**src/rtl/fetch_stage_pkg.sv**
```systemverilog
// Shared LEGv8 fetch constants: instruction field positions, PC step and FSM encoding.
package fetch_stage_pkg;

  localparam int INSTR_W    = 32;
  localparam int OPCODE_MSB = 31;
  localparam int OPCODE_LSB = 21;
  localparam int OPCODE_W   = OPCODE_MSB - OPCODE_LSB + 1;
  localparam int PC_INC     = 4;

  localparam logic [1:0] ST_REQ  = 2'd0;
  localparam logic [1:0] ST_WAIT = 2'd1;
  localparam logic [1:0] ST_OUT  = 2'd2;

endpackage

```
**src/rtl/fetch_stage_pc_reg.sv**
```systemverilog
// Program counter: reset load, sequential increment, and a redirect that wins over increment.
module fetch_stage_pc_reg
  import fetch_stage_pkg::*;
#(
  parameter int                ADDR_W   = 64,
  parameter logic [ADDR_W-1:0] RESET_PC = '0
) (
  input  logic              clk,
  input  logic              rst_n,
  input  logic              incEn,
  input  logic              redirect,
  input  logic [ADDR_W-1:0] target,
  output logic [ADDR_W-1:0] pc
);

  // Branch targets are forced word-aligned; increment wraps modulo 2^ADDR_W.
  always_ff @(posedge clk) begin
    if (!rst_n) begin
      pc <= RESET_PC;
    end else if (redirect) begin
      pc <= target & ~ADDR_W'(3);
    end else if (incEn) begin
      pc <= pc + ADDR_W'(PC_INC);
    end
  end

endmodule

```
**src/rtl/fetch_stage.sv**
```systemverilog
// LEGv8 instruction fetch: single outstanding imem read, output latch towards decode,
// and branch redirect that squashes whatever fetch is in flight.
module fetch_stage
  import fetch_stage_pkg::*;
#(
  parameter int                ADDR_W   = 64,
  parameter logic [ADDR_W-1:0] RESET_PC = '0
) (
  input  logic                clk,
  input  logic                rst_n,
  output logic                imem_req,
  output logic [ADDR_W-1:0]   imem_addr,
  input  logic                imem_ready,
  input  logic                imem_rvalid,
  input  logic [INSTR_W-1:0]  imem_rdata,
  output logic                if_valid,
  input  logic                if_ready,
  output logic [INSTR_W-1:0]  if_instr,
  output logic [OPCODE_W-1:0] if_opcode,
  output logic [ADDR_W-1:0]   if_pc,
  input  logic                br_taken,
  input  logic [ADDR_W-1:0]   br_target
);

  logic [1:0]        state;
  logic              drop;
  logic [ADDR_W-1:0] pc;
  logic              acceptRsp;

  assign acceptRsp = (state == ST_WAIT) && imem_rvalid && !drop;

  fetch_stage_pc_reg #(
    .ADDR_W   (ADDR_W),
    .RESET_PC (RESET_PC)
  ) uPcReg (
    .clk      (clk),
    .rst_n    (rst_n),
    .incEn    (acceptRsp),
    .redirect (br_taken),
    .target   (br_target),
    .pc       (pc)
  );

  assign imem_req  = (state == ST_REQ);
  assign imem_addr = pc;
  assign if_opcode = if_instr[OPCODE_MSB:OPCODE_LSB];

  always_ff @(posedge clk) begin
    if (!rst_n) begin
      state    <= ST_REQ;
      drop     <= 1'b0;
      if_valid <= 1'b0;
      if_instr <= '0;
      if_pc    <= '0;
    end else if (br_taken) begin
      // A request already accepted at the old PC still owes a response; mark it for discard.
      if_valid <= 1'b0;
      case (state)
        ST_REQ: begin
          if (imem_ready) begin
            state <= ST_WAIT;
            drop  <= 1'b1;
          end
        end
        ST_WAIT: begin
          if (imem_rvalid) begin
            state <= ST_REQ;
            drop  <= 1'b0;
          end else begin
            drop <= 1'b1;
          end
        end
        default: state <= ST_REQ;
      endcase
    end else begin
      case (state)
        ST_REQ: begin
          if (imem_ready) state <= ST_WAIT;
        end
        ST_WAIT: begin
          if (imem_rvalid) begin
            if (drop) begin
              drop  <= 1'b0;
              state <= ST_REQ;
            end else begin
              if_instr <= imem_rdata;
              if_pc    <= pc;
              if_valid <= 1'b1;
              state    <= ST_OUT;
            end
          end
        end
        ST_OUT: begin
          if (if_ready) begin
            if_valid <= 1'b0;
            state    <= ST_REQ;
          end
        end
        default: state <= ST_REQ;
      endcase
    end
  end

endmodule

```
**config.mk**
```make
export PLATFORM = sky130hd
export DESIGN_NAME = fetch_stage
export DESIGN_NICKNAME = d
export VERILOG_FILES = /design/src/rtl/fetch_stage_pkg.sv /design/src/rtl/fetch_stage_pc_reg.sv /design/src/rtl/fetch_stage.sv
export SDC_FILE = /design/constraint.sdc
export NUM_CORES = 1
export LEC_CHECK = 0
export CAP_MARGIN = 20
export CORE_ASPECT_RATIO = 1.4
export CORE_MARGIN = 1
export CORE_UTILIZATION = 49
export DETAILED_ROUTE_END_ITERATION = 7
export GPL_TIMING_DRIVEN = 0
export PLACE_DENSITY = 0.82
export SYNTH_ARGS = -nofsm -noshare
export SYNTH_HDL_FRONTEND = slang
export SYNTH_HIERARCHICAL = 1
export SYNTH_SLANG_ARGS = --single-unit
```
**constraint.sdc**
```tcl
create_clock -name clk -period 3.9 [get_ports clk]
set_input_delay 0.78 -clock clk [delete_from_list [all_inputs] [get_ports clk]]
set_output_delay 0.78 -clock clk [all_outputs]
set_load 0.03 [all_outputs]
```
# Yosys cells after proc, flatten, opt, wreduce, memory -nomap -nowiden
# Cells that the tools add are included.
[op_classes]
addsub = 1
n_eq_ne = 7
n_mux = 20
bitwise_logic = 3
n_reduce_logical = 14
[op_table]
columns = ["op", "n"]
rows = [
  ["$mux 64", 2],
  ["$add 64x3->64 const B", 1],
  ["$mux 2", 6],
  ["$reduce_and 4->1", 3],
  ["$reduce_bool 2->1", 5],
  ["$mux 1", 8],
  ["$ne 2x2->1 const B", 3],
  ["$ne 3x3->1 const B", 2],
  ["$pmux 2 s3", 1],
  ["$pmux 1 s2", 2],
  ["$pmux 2 s2", 1],
  ["$not 1->1", 3],
  ["$eq 2x1->1 const B", 1],
  ["$eq 2x2->1 const B", 1],
  ["$logic_and 1x1->1", 2],
  ["$logic_not 2->1", 1],
  ["$reduce_and 2->1", 1],
  ["$reduce_or 2->1", 1],
  ["$logic_not 1->1", 1],
]
[totals]
register_bits = 164
out_inout_bits = 173
wordCells = 52

# Depth between registers and ports, before layout
[depth]
word_depth = 5
mapped_depth = 8

# Hierarchy
# Netlist, hierarchy kept.
[modules_own_cells]
columns = ["module", "n_inst", "cells_per_inst", "area_each_um2", "seq_area_each_um2"]
rows = [
  ["fetch_stage", 1, 448, 4098.9, 2001.9],
  ["fetch_stage_pc_reg", 1, 476, 3824.9, 1241.2],
]

# Worst setup path after synthesis
# Ideal clock, no wire load.
[synth_timing]
kind = "input to register"
from = "in imem_rvalid"
to = "reg uPcReg.pc[43]"
arrival_ns = 2.510
required_time_ns = 3.814
slack_ns = 1.305
cell_stages = 8
path_buffers = 2
cell_sequence = "and4bb_4 -> buf_2 -> nand4_1 -> nor4_4 -> nand3_2 -> buf_6 -> or3_1 -> a211oi_1"
[synth_via]
elab_chain_cells = 3
[synth_lines]
columns = ["element", "line_no", "source"]
rows = [
  ["start, declared", "fetch_stage.sv:14", "input logic imem_rvalid,"],
  ["$logic_and 1x1->1 (2 in series)", "fetch_stage.sv:30", "assign acceptRsp = (state == ST_WAIT) && imem_rvalid && !drop;"],
  ["$reduce_bool 2->1 (no line)", "-", ""],
  ["end signal, assigned", "fetch_stage_pc_reg.sv:21", "pc <= target & ~ADDR_W'(3);"],
  ["end signal, assigned", "fetch_stage_pc_reg.sv:23", "pc <= pc + ADDR_W'(PC_INC);"],
  ["end, declared", "fetch_stage_pc_reg.sv:13", "output logic [ADDR_W-1:0] pc"],
]
# Every way passes these cells.
# A chain may end at the register's enable or synchronous reset.

# Worst setup path in the final report
[layout_timing]
from = "in imem_rvalid"
to = "reg uPcReg.pc[59]"
[layout_via]
elab_chain_cells = 3
[layout_lines]
columns = ["element", "line_no", "source"]
rows = [
  ["$logic_and 1x1->1 (2 in series)", "fetch_stage.sv:30", ""],
  ["named net acceptRsp", "fetch_stage.sv:28", "logic acceptRsp;"],
  ["$reduce_bool 2->1 (no line)", "-", ""],
]
# The timed path passes the listed nets, and every way through them passes these cells.

==> impl_metrics.toml <==
[cts]
clk-insertion-delay-late_ns = 0.44
cts_buffers = 17
clk_pin_slew_ns = 0.06
cts_tree = "done"
cts_buffer_depth = 2
clock-root-buffer = "clkbuf_16"
clock-sinks = 162
cts_resized = 0
htree_num_levels = 4
hold_buffers = 0
post_cts.repair.setup_buffers = 0

[placed_design]
portBuffers = 270
placedCellCount = 1391
place_hpwl_um = 19500
dp_slack_ns = 0.401
dpl-instance-area_mm2 = 0.0109
globalplace.congestion = 0.885

[power]
pwr-share-seq_pct = 42.7
p_sw_mw = 1.14
p_leak_nw = 3.99
power_density_mw_per_mm2 = 369
sw_frac_of_total_pct = 26.8
p_int_mw = 3.11
combPwrFrac_pct = 15.1
vdd_drop_max_v = 0.000315
p_clk_share_pct = 42.3

[drt]
vias_per_cell = 5.64
ant_nets = 0
postRouteWirelength_um = 26200
drc_errors = 0
wl_per_cell_um = 18.4
drt_iter0_drc = 449
drt_first_pass_iters = 7
vias = 8030

[sta]
drv_slew = 0
layout_setup_ws_ns = 0.763
tightest_slew_ns = 0.909
finalCriticalPeriod_ns = 3.14
holdWs_ns = 0.457
fin_crit_sh_pct = 80.4
setup_viol = 0
relSlewSlack_pct = 38.8
hold_violations = 0
fmax_mhz = 319
rsz0062_at_grt = "no"
tns_ns = 0
skew_ns = 0.0115

[synthesis]
ys_seq_area_share_pct = 40.9
avgSynthCellArea_um2 = 8.58
synth_cell_types = 62
ys_seq_elements = 162
synth_edf_count = 0
netlist_area_mm2 = 0.00792
yosys_warnings = 6
synthCells = 924
ys.flop_type = "dfxtp_1"
async_reset_ff_share_pct = 0

[layout]
mostFrequentLayoutCells = "270 x clkdlybuf4s50_1, 235 x nand2_1, 162 x dfxtp_1, 100 x mux2i_1, 48 x o21ai_0"
final_layout_size_suffix_gt1_share_pct = 7.01
nets = 1317
area_growth_syn_to_layout_pct = 45.2
finalInstanceArea_mm2 = 0.0115
layout.cells.non_filler = 1424
n_fill_cell = 1206
layout_commonest_cell = "clkdlybuf4s50_1"

[floorplan]
core_mm2 = 0.0157
start_util_pct = 50.6
core.rowCount = 54
dieWidth_um = 109
io_pins = 275
die_y_um = 152
fp.dieArea_mm2 = 0.0167

[setup_path]
required_ns = 4.25
cp.arrival_ns = 3.49
critPathMaxFanout = 10
worst-setup-path-type = "in2reg"
start_kind = "primary input"
critPathCaptureType = "flip-flop"
reg2reg_depth = 8

[grt]
grt_max_degree = 17
grt_pass1_vias = 7853
grt_use_total_pct = 31.5
antenna_found_initial = 1
grt_pass1_wl_um = 40600
grt.overflow.total = 0

[status]
status = "completed"

[worst_hold_path]
hp-class = "reg2reg"
min_path_cells = 2

[job]
maxCapViolations = 0
-- worst max-delay path, stage by stage --
cell	delay, ns
clkdlybuf4s50_1	0.49
and4bb_4	0.29
buf_2	0.27
nand4_1	0.20
nor4_4	0.50
and3_1	0.34
buf_2	0.27
a311oi_1	0.12
nor3b_1	0.22
-- final cells by class --
class                      instances  area, um2  share of cell area (%)
antenna                            1       2.50                  0.0218
buffer                            74        500                    4.35
clock buffer                      20        447                    3.88
clock inverter                    12        180                    1.57
inverter                           7       26.3                   0.228
multi-input combinational        682       4160                    36.1
sequential                       162       3240                    28.2
tap                              196        245                    2.13
timing repair buffer             270       2700                    23.5
-- logic make-up (layout without fill, tap and decap cells) --
kind of cell	Yosys count	after routing	synth area share, %
buffers and inverters	81	383	6.65
XOR/XNOR	30	30	3.32
multiplexers	100	100	12.6
flip-flops	162	162	40.9
AND/OR/NAND/NOR	422	422	26.3
AO/OA/AOI/OAI	127	127	9.98
other	1	3	0.0473
adder cells (fa/ha/maj)	1	1	0.158
-- metal layers --
| metal | GRT usage, % | up-vias | part of all wire, % |
|---|---|---|---|
| met5 | 0 | - | 0 |
| met4 | 14.3 | 0 | 4.0 |
| met3 | 7.10 | 74 | 7.1 |
| met2 | 56.5 | 326 | 51 |
| met1 | 34.5 | 3800 | 38 |
| li1 | - | 3830 | - |
-- through the flow --
stage,power [mW],utilization (%)
after global placement,2.47,69.4
final,4.25,73.4
after floorplan,2.17,-
after detailed placement,2.48,69.4
after global routing,4.39,73.4
after CTS,4.26,73.4
-- power by group through the flow --
| stage | logic (mW) | registers (mW) | clock network [mW] |
|---|---|---|---|
| 3_3_place_gp | 0.627 | 1.85 | 0 |
| 4_1_cts | 0.640 | 1.81 | 1.81 |
| 2_1_floorplan | 0.228 | 1.94 | 0 |
| 6_report | 0.641 | 1.81 | 1.80 |
| 3_5_place_dp | 0.634 | 1.85 | 0 |
| 5_1_grt | 0.681 | 1.82 | 1.88 |
-- sequential cells by signal, summed over array words and instances, names as in the netlist --
signal     cells
uPcReg/pc     62
if_pc         64
if_instr      32
drop           1
state          2
if_valid       1
-- worst paths after layout --
check | slack (ns) | from | to
max reg2reg | 1.14 | state[1] | uPcReg/pc[59]
min reg2reg | 0.46 | if_instr[1] | if_instr[1]
min | 0.46 | if_instr[1] | if_instr[1]
max | 0.76 | imem_rvalid | uPcReg/pc[59]
-- synthesized netlist by cell type, drive strengths merged (2+ instances only) --
cell type    n  area [um2]
nand2      235         882
dfxtp      162        3240
mux2i      100        1000
o21ai       48         240
clkbuf      39         170
nand4       36         253
buf         34         320
nor2        34         128
a21oi       28         140
nand3       22         128
and3        19         119
xnor2       17         149
nor3        16        91.3
nor4        14         139
a31oi       13        81.3
xor2        13         114
or3         10        65.1
a211oi       8        60.1
nor3b        8        60.1
or4          8        60.1
a311oi       7        61.3
inv          6        22.5
nor2b        6        45.0
o2111a       5        56.3
o31ai        5        37.5
and2         3        18.8
and4         3        26.3
a211o        2        17.5
nand3b       2        15.0
o211ai       2        15.0
o21ba        2        20.0
o22ai        2        12.5
or2          2        12.5
No activity file was read; power rests on OpenSTA's default activity.
